[config.mk]
export PLATFORM = sky130hd
export DESIGN_NAME = imem_loader
export DESIGN_NICKNAME = d
export VERILOG_FILES = /design/src/rtl/monocicle_pkg.sv /design/src/rtl/imem_loader_byte_packer.sv /design/src/rtl/imem_loader.sv
export SDC_FILE = /design/constraint.sdc
export NUM_CORES = 1
export LEC_CHECK = 0
export CAP_MARGIN = 20
export CORE_MARGIN = 5
export CORE_UTILIZATION = 29
export CTS_CLUSTER_DIAMETER = 120
export CTS_CLUSTER_SIZE = 10
export DETAILED_ROUTE_END_ITERATION = 10
export SETUP_SLACK_MARGIN = 0.15
export SKIP_LAST_GASP = 1
export SYNTH_ARGS = -nofsm -noshare
export SYNTH_HDL_FRONTEND = slang
export SYNTH_HIERARCHICAL = 1
export SYNTH_SLANG_ARGS = --single-unit
[constraint.sdc]
create_clock -name clk -period 5.9 [get_ports clk]
set_input_delay 1.18 -clock clk [delete_from_list [all_inputs] [get_ports clk]]
set_output_delay 1.18 -clock clk [all_outputs]
set_load 0.03 [all_outputs]
[src/rtl/monocicle_pkg.sv]
// Shared types for the instruction-memory loader.
// State encoding, stream header size and error codes.
package monocicle_pkg;

  typedef enum logic [2:0] {
    S_IDLE,
    S_LEN_LO,
    S_LEN_HI,
    S_DATA,
    S_WRITE,
    S_CHK,
    S_DONE,
    S_ERR
  } state_t;

  localparam int HDR_LEN = 2;

  localparam logic [1:0] ERR_NONE  = 2'b00;
  localparam logic [1:0] ERR_LEN   = 2'b01;
  localparam logic [1:0] ERR_CKSUM = 2'b10;

endpackage

[src/rtl/imem_loader_byte_packer.sv]
// Packs a little-endian byte stream into 32-bit words.
// word_full flags the load that completes a word.
module byte_packer (
  input  logic        clk,
  input  logic        rst,
  input  logic        clear,
  input  logic        load,
  input  logic [7:0]  data,
  output logic [31:0] word,
  output logic        word_full
);

  logic [1:0] idx;

  always_ff @(posedge clk or posedge rst) begin
    if (rst) begin
      word <= '0;
      idx  <= '0;
    end else if (clear) begin
      word <= '0;
      idx  <= '0;
    end else if (load) begin
      // first byte ends up in bits 7:0 after four shifts
      word <= {data, word[31:8]};
      idx  <= idx + 2'd1;
    end
  end

  assign word_full = load & (idx == 2'd3);

endmodule

[src/rtl/imem_loader.sv]
// Byte-stream program loader driving the instruction-memory write port.
// Define IMEM_LOADER_CHECKSUM_EN for a trailing mod-256 checksum byte.
import monocicle_pkg::*;

module imem_loader #(
  parameter int ADDR_W = 8
) (
  input  logic              clk,
  input  logic              rst,
  input  logic              start,
  input  logic              byte_valid,
  input  logic [7:0]        byte_data,
  output logic              byte_ready,
  output logic              imem_we,
  output logic [ADDR_W-1:0] imem_waddr,
  output logic [31:0]       imem_wdata,
  output logic              cpu_hold,
  output logic              done,
  output logic              err,
  output logic [1:0]        err_code
);

  localparam logic [16:0] CAP = 17'(1) << ADDR_W;

  state_t state, nxt;

  logic              take;
  logic              go;
  logic              full;
  logic              ld;
  logic              ovf;
  logic [7:0]        len_lo;
  logic [15:0]       n;
  logic [15:0]       cnt;
  logic [15:0]       cnt_nxt;
  logic [16:0]       len_in;
  logic [ADDR_W-1:0] addr;
  logic [1:0]        ec;

`ifdef IMEM_LOADER_CHECKSUM_EN
  localparam state_t S_FIN = S_CHK;
  logic [7:0] sum;
  logic       cks_ok;
  assign cks_ok = (byte_data == sum);
`else
  localparam state_t S_FIN = S_DONE;
`endif

  assign byte_ready = (state == S_LEN_LO) | (state == S_LEN_HI)
                    | (state == S_DATA) | (state == S_CHK);
  assign take    = byte_valid & byte_ready;
  assign go      = start & ((state == S_IDLE) | (state == S_DONE)
                 | (state == S_ERR));
  assign ld      = take & (state == S_DATA);
  assign len_in  = {1'b0, byte_data, len_lo};
  assign ovf     = len_in > CAP;
  assign cnt_nxt = cnt + 16'd1;

  byte_packer u_pack (
    .clk       (clk),
    .rst       (rst),
    .clear     (go),
    .load      (ld),
    .data      (byte_data),
    .word      (imem_wdata),
    .word_full (full)
  );

  always_comb begin
    nxt = state;
    unique case (state)
      S_IDLE, S_DONE, S_ERR:
        if (start) nxt = S_LEN_LO;
      S_LEN_LO:
        if (take) nxt = S_LEN_HI;
      S_LEN_HI:
        if (take) begin
          if (ovf)                 nxt = S_ERR;
          else if (len_in == '0)   nxt = S_FIN;
          else                     nxt = S_DATA;
        end
      S_DATA:
        if (full) nxt = S_WRITE;
      S_WRITE:
        nxt = (cnt_nxt == n) ? S_FIN : S_DATA;
`ifdef IMEM_LOADER_CHECKSUM_EN
      S_CHK:
        if (take) nxt = cks_ok ? S_DONE : S_ERR;
`endif
      default:
        nxt = S_IDLE;
    endcase
  end

  always_ff @(posedge clk or posedge rst) begin
    if (rst) state <= S_IDLE;
    else     state <= nxt;
  end

  always_ff @(posedge clk or posedge rst) begin
    if (rst) begin
      len_lo <= '0;
      n      <= '0;
      cnt    <= '0;
      addr   <= '0;
      ec     <= ERR_NONE;
    end else if (go) begin
      cnt    <= '0;
      addr   <= '0;
      ec     <= ERR_NONE;
    end else begin
      if (take && state == S_LEN_LO) len_lo <= byte_data;
      if (take && state == S_LEN_HI) begin
        n <= len_in[15:0];
        if (ovf) ec <= ERR_LEN;
      end
      if (state == S_WRITE) begin
        addr <= addr + ADDR_W'(1);
        cnt  <= cnt_nxt;
      end
`ifdef IMEM_LOADER_CHECKSUM_EN
      if (take && state == S_CHK && !cks_ok) ec <= ERR_CKSUM;
`endif
    end
  end

`ifdef IMEM_LOADER_CHECKSUM_EN
  // running sum covers the length bytes and every data byte
  always_ff @(posedge clk or posedge rst) begin
    if (rst)       sum <= '0;
    else if (go)   sum <= '0;
    else if (take) sum <= sum + byte_data;
  end
`endif

  assign imem_we    = (state == S_WRITE);
  assign imem_waddr = addr;
  assign cpu_hold   = (state != S_IDLE) & (state != S_DONE);
  assign done       = (state == S_DONE);
  assign err        = (state == S_ERR);
  assign err_code   = ec;

endmodule
==> impl_metrics.tcl <==
set metrics [dict create \
    ys_types 55 \
    area_delta_synth_final_pct 22.40 \
    hp-class "register to register" \
    synthArstFlopShare 1.000 \
    routedWlPerCell_um 15.31 \
    cts-htree-levels 3 \
    cts_buffers 9 \
    cp.arrival_ns 3.78 \
    track_usage 0.1181 \
    cts-root-buf "clkbuf_16" \
    cts_setup_buffers 0 \
    dr.pass1.iters 4 \
    power_leakage_nw 2.219 \
    core_um2 15030 \
    multi_input_area_um2 2068 \
    slew_headroom 0.5157 \
    vias_per_cell 4.855 \
    drtAntennaViolNets 0 \
    vias 3175 \
    n_antenna_cell 0 \
    io_buffer_count 57 \
    worst-path-max-fanout 35 \
    ys_ff_latch 86 \
    chipHeight_um 133.3 \
    cp_num_buf_inv 2 \
    end_kind "register" \
    ctsResizeCount 0 \
    drt_iter0_drc 119 \
    nets 476 \
    clock_latency_ns 0.35 \
    rows 45 \
    yosys.area.top_type "dfrtp_1" \
    hold_viol 0 \
    synth_nets 425 \
    cts_tree "yes" \
    synth_top_area_share 0.4884 \
    clk_pin_slew_ns 0.07 \
    drv_slew 0 \
    ys_seq_area_frac 0.4884 \
    synth-edff-count 0 \
    worstPathCellList "clkdlybuf4s50_1 -> nand2_1 -> nor2_4 -> buf_4 -> and2_1 -> mux2_2 -> o21ai_0 -> o21ai_0 -> mux2_2 -> a31o_1" \
    final-seq-area_um2 2152 \
    dpl_cell_area_um2 5097 \
    die_x_um 133.3 \
    grt_max_degree 53 \
    max_stage_delay_ns 0.53 \
    fill_cells 1472 \
    cap_viol_max_count 0 \
    start_kind "input port" \
    holdBufCountCts 0 \
    yosysWarnings 6 \
    fmax_mhz 282.7 \
    gp_congestion 0.8455 \
    gr-total-overflow 0 \
    ir_drop_v 0.0002168 \
    yosys-top-cells-count "dfrtp_1 (86), nor2_1 (57), mux2i_1 (34)" \
    pwr_density_cell_nw_per_um2 477.6 \
    cts.sinks 86 \
    yosys.cell_count.top_type "dfrtp_1" \
    start_util 0.2931 \
    fin_setup_tns_ns 0 \
    rsz0062_at_grt "false" \
    syn_inst 410 \
    clock_skew_ns 0.01016 \
    grt_pass1_wl_mm 17.00 \
    setup_viol 0 \
    final_area_um2 5394 \
    ios 59 \
    worst_slew_pin_slew_ns 0.7226 \
    dp_hpwl_mm 7.306 \
    clockBufferDepth 2 \
    final_cells 654 \
    min_period_ns 3.537 \
    syn_area_per_cell_um2 10.75 \
    crit_slowest_cell "clkdlybuf4s50_1" \
    grt_pass1_vias 3260 \
    place_inst 638 \
    final.period_utilization 0.5995 \
    wl_mm 10.01 \
    synth_area_um2 4407 \
    die-area_um2 17760 \
    antenna_found_initial 0 \
    crit_family "buffers and inverters" \
    status "finished clean" \
    layout-drive-gt1-share 0.1352 \
    yosys-top-cells-area "dfrtp_1 (49%), mux2i_1 (7.7%), mux2_2 (6.4%), nor2_1 (4.9%), xnor2_1 (4.4%)" \
    synth_ff_type "dfrtp_1" \
    crit_type "input port to register" \
    drc 0 \
    worstPathRequired_ns 6.14 \
]
## cells in the final DEF, fill, tap and decap left out, types with 2 or more instances in the layout
| cell | Yosys | routed |
|---|---|---|
| a21oi_1 | 5 | 5 |
| and2_1 | 5 | 5 |
| and3_1 | 3 | 3 |
| buf_4 | 1 | 6 |
| clkbuf_16 | 0 | 9 |
| clkdlybuf4s50_1 | 0 | 57 |
| clkinv_4 | 0 | 2 |
| dfrtp_1 | 86 | 86 |
| ha_1 | 3 | 3 |
| inv_1 | 6 | 5 |
| inv_8 | 0 | 4 |
| mux2_2 | 25 | 25 |
| mux2i_1 | 34 | 34 |
| nand2_1 | 30 | 30 |
| nand3_1 | 6 | 6 |
| nand3b_1 | 2 | 2 |
| nand4_1 | 9 | 9 |
| nor2_1 | 57 | 56 |
| nor2_2 | 2 | 2 |
| nor3_1 | 6 | 6 |
| nor3_2 | 2 | 2 |
| nor4_1 | 4 | 4 |
| nor4_2 | 2 | 2 |
| o21ai_0 | 29 | 29 |
| o31ai_1 | 5 | 5 |
| o41ai_1 | 3 | 3 |
| xnor2_1 | 22 | 22 |
| xor2_1 | 14 | 14 |
## layer usage
layer  wire (um)  global-route usage  vias to the layer above
met4         206             0.04686                        0
li1            -                   -                     1541
met2        4951              0.1933                       52
met3         277             0.02568                       13
met1        4578              0.1527                     1569
met5           0                   0                        -
## through the flow
step | util | hold slack (ns) | setup WS, ns | total power, mW
2_1_floorplan | - | 0.4659 | 2.988 | 1.680
3_3_place_gp | 0.3391 | 0.4935 | 2.063 | 2.006
3_5_place_dp | 0.3391 | 0.4960 | 1.994 | 2.033
4_1_cts | 0.3588 | 0.5117 | 2.371 | 2.611
5_1_grt | 0.3588 | 0.5412 | 2.189 | 2.741
6_report | 0.3588 | 0.5060 | 2.363 | 2.576
## cell families (layout without fill, tap and decap cells)
family,count (synthesis),count (layout),synth area share
AOI/OAI and AO/OA,55,55,0.07809
xor gates and xnor gates,36,36,0.07155
adders and majority gates,3,3,0.008519
buffers and inverters,30,86,0.04514
DFF,86,86,0.4884
muxes,59,59,0.1411
other,1,1,0.0008510
and+or+nand+nor,140,140,0.1664
## path summary, 6_finish.rpt
check | slack (ns) | depth (start not counted) | start | endpoint
worst max-delay path | 2.36 | 10 | byte_valid | state[0]
worst min-delay path | 0.51 | 1 | cnt[15] | cnt[15]
worst max register to register | 2.98 | 9 | state[1] | state[0]
worst min register to register | 0.51 | 1 | cnt[15] | cnt[15]
max in group asynchronous | 4.04 | 3 | rst | u_pack/word[8]
min in group asynchronous | 1.20 | 2 | rst | u_pack/word[23]
## cell type report
class,instances,area share
timing repair buffer,63,0.1141
sequential,86,0.3990
inverter,7,0.004871
multi-input combinational,294,0.3834
tap,188,0.04361
clock buffer,9,0.04175
clock inverter,7,0.01322
## power by group
group / switching [mW] / total, mW / internal (mW)
logic: 0.569 / 1.03 / 0.466
clock network: 0.266 / 0.567 / 0.300
registers: 0.195 / 0.975 / 0.780
total: 1.03 / 2.58 / 1.55
## flip-flops by register name, summed over array words and instances, names as in the netlist
| name | flops |
|---|---|
| u_pack/idx | 2 |
| len_lo | 8 |
| err_code | 1 |
| n | 16 |
| imem_waddr | 8 |
| state | 3 |
| u_pack/word | 32 |
| cnt | 16 |
(Power assumes the default switching activity.)
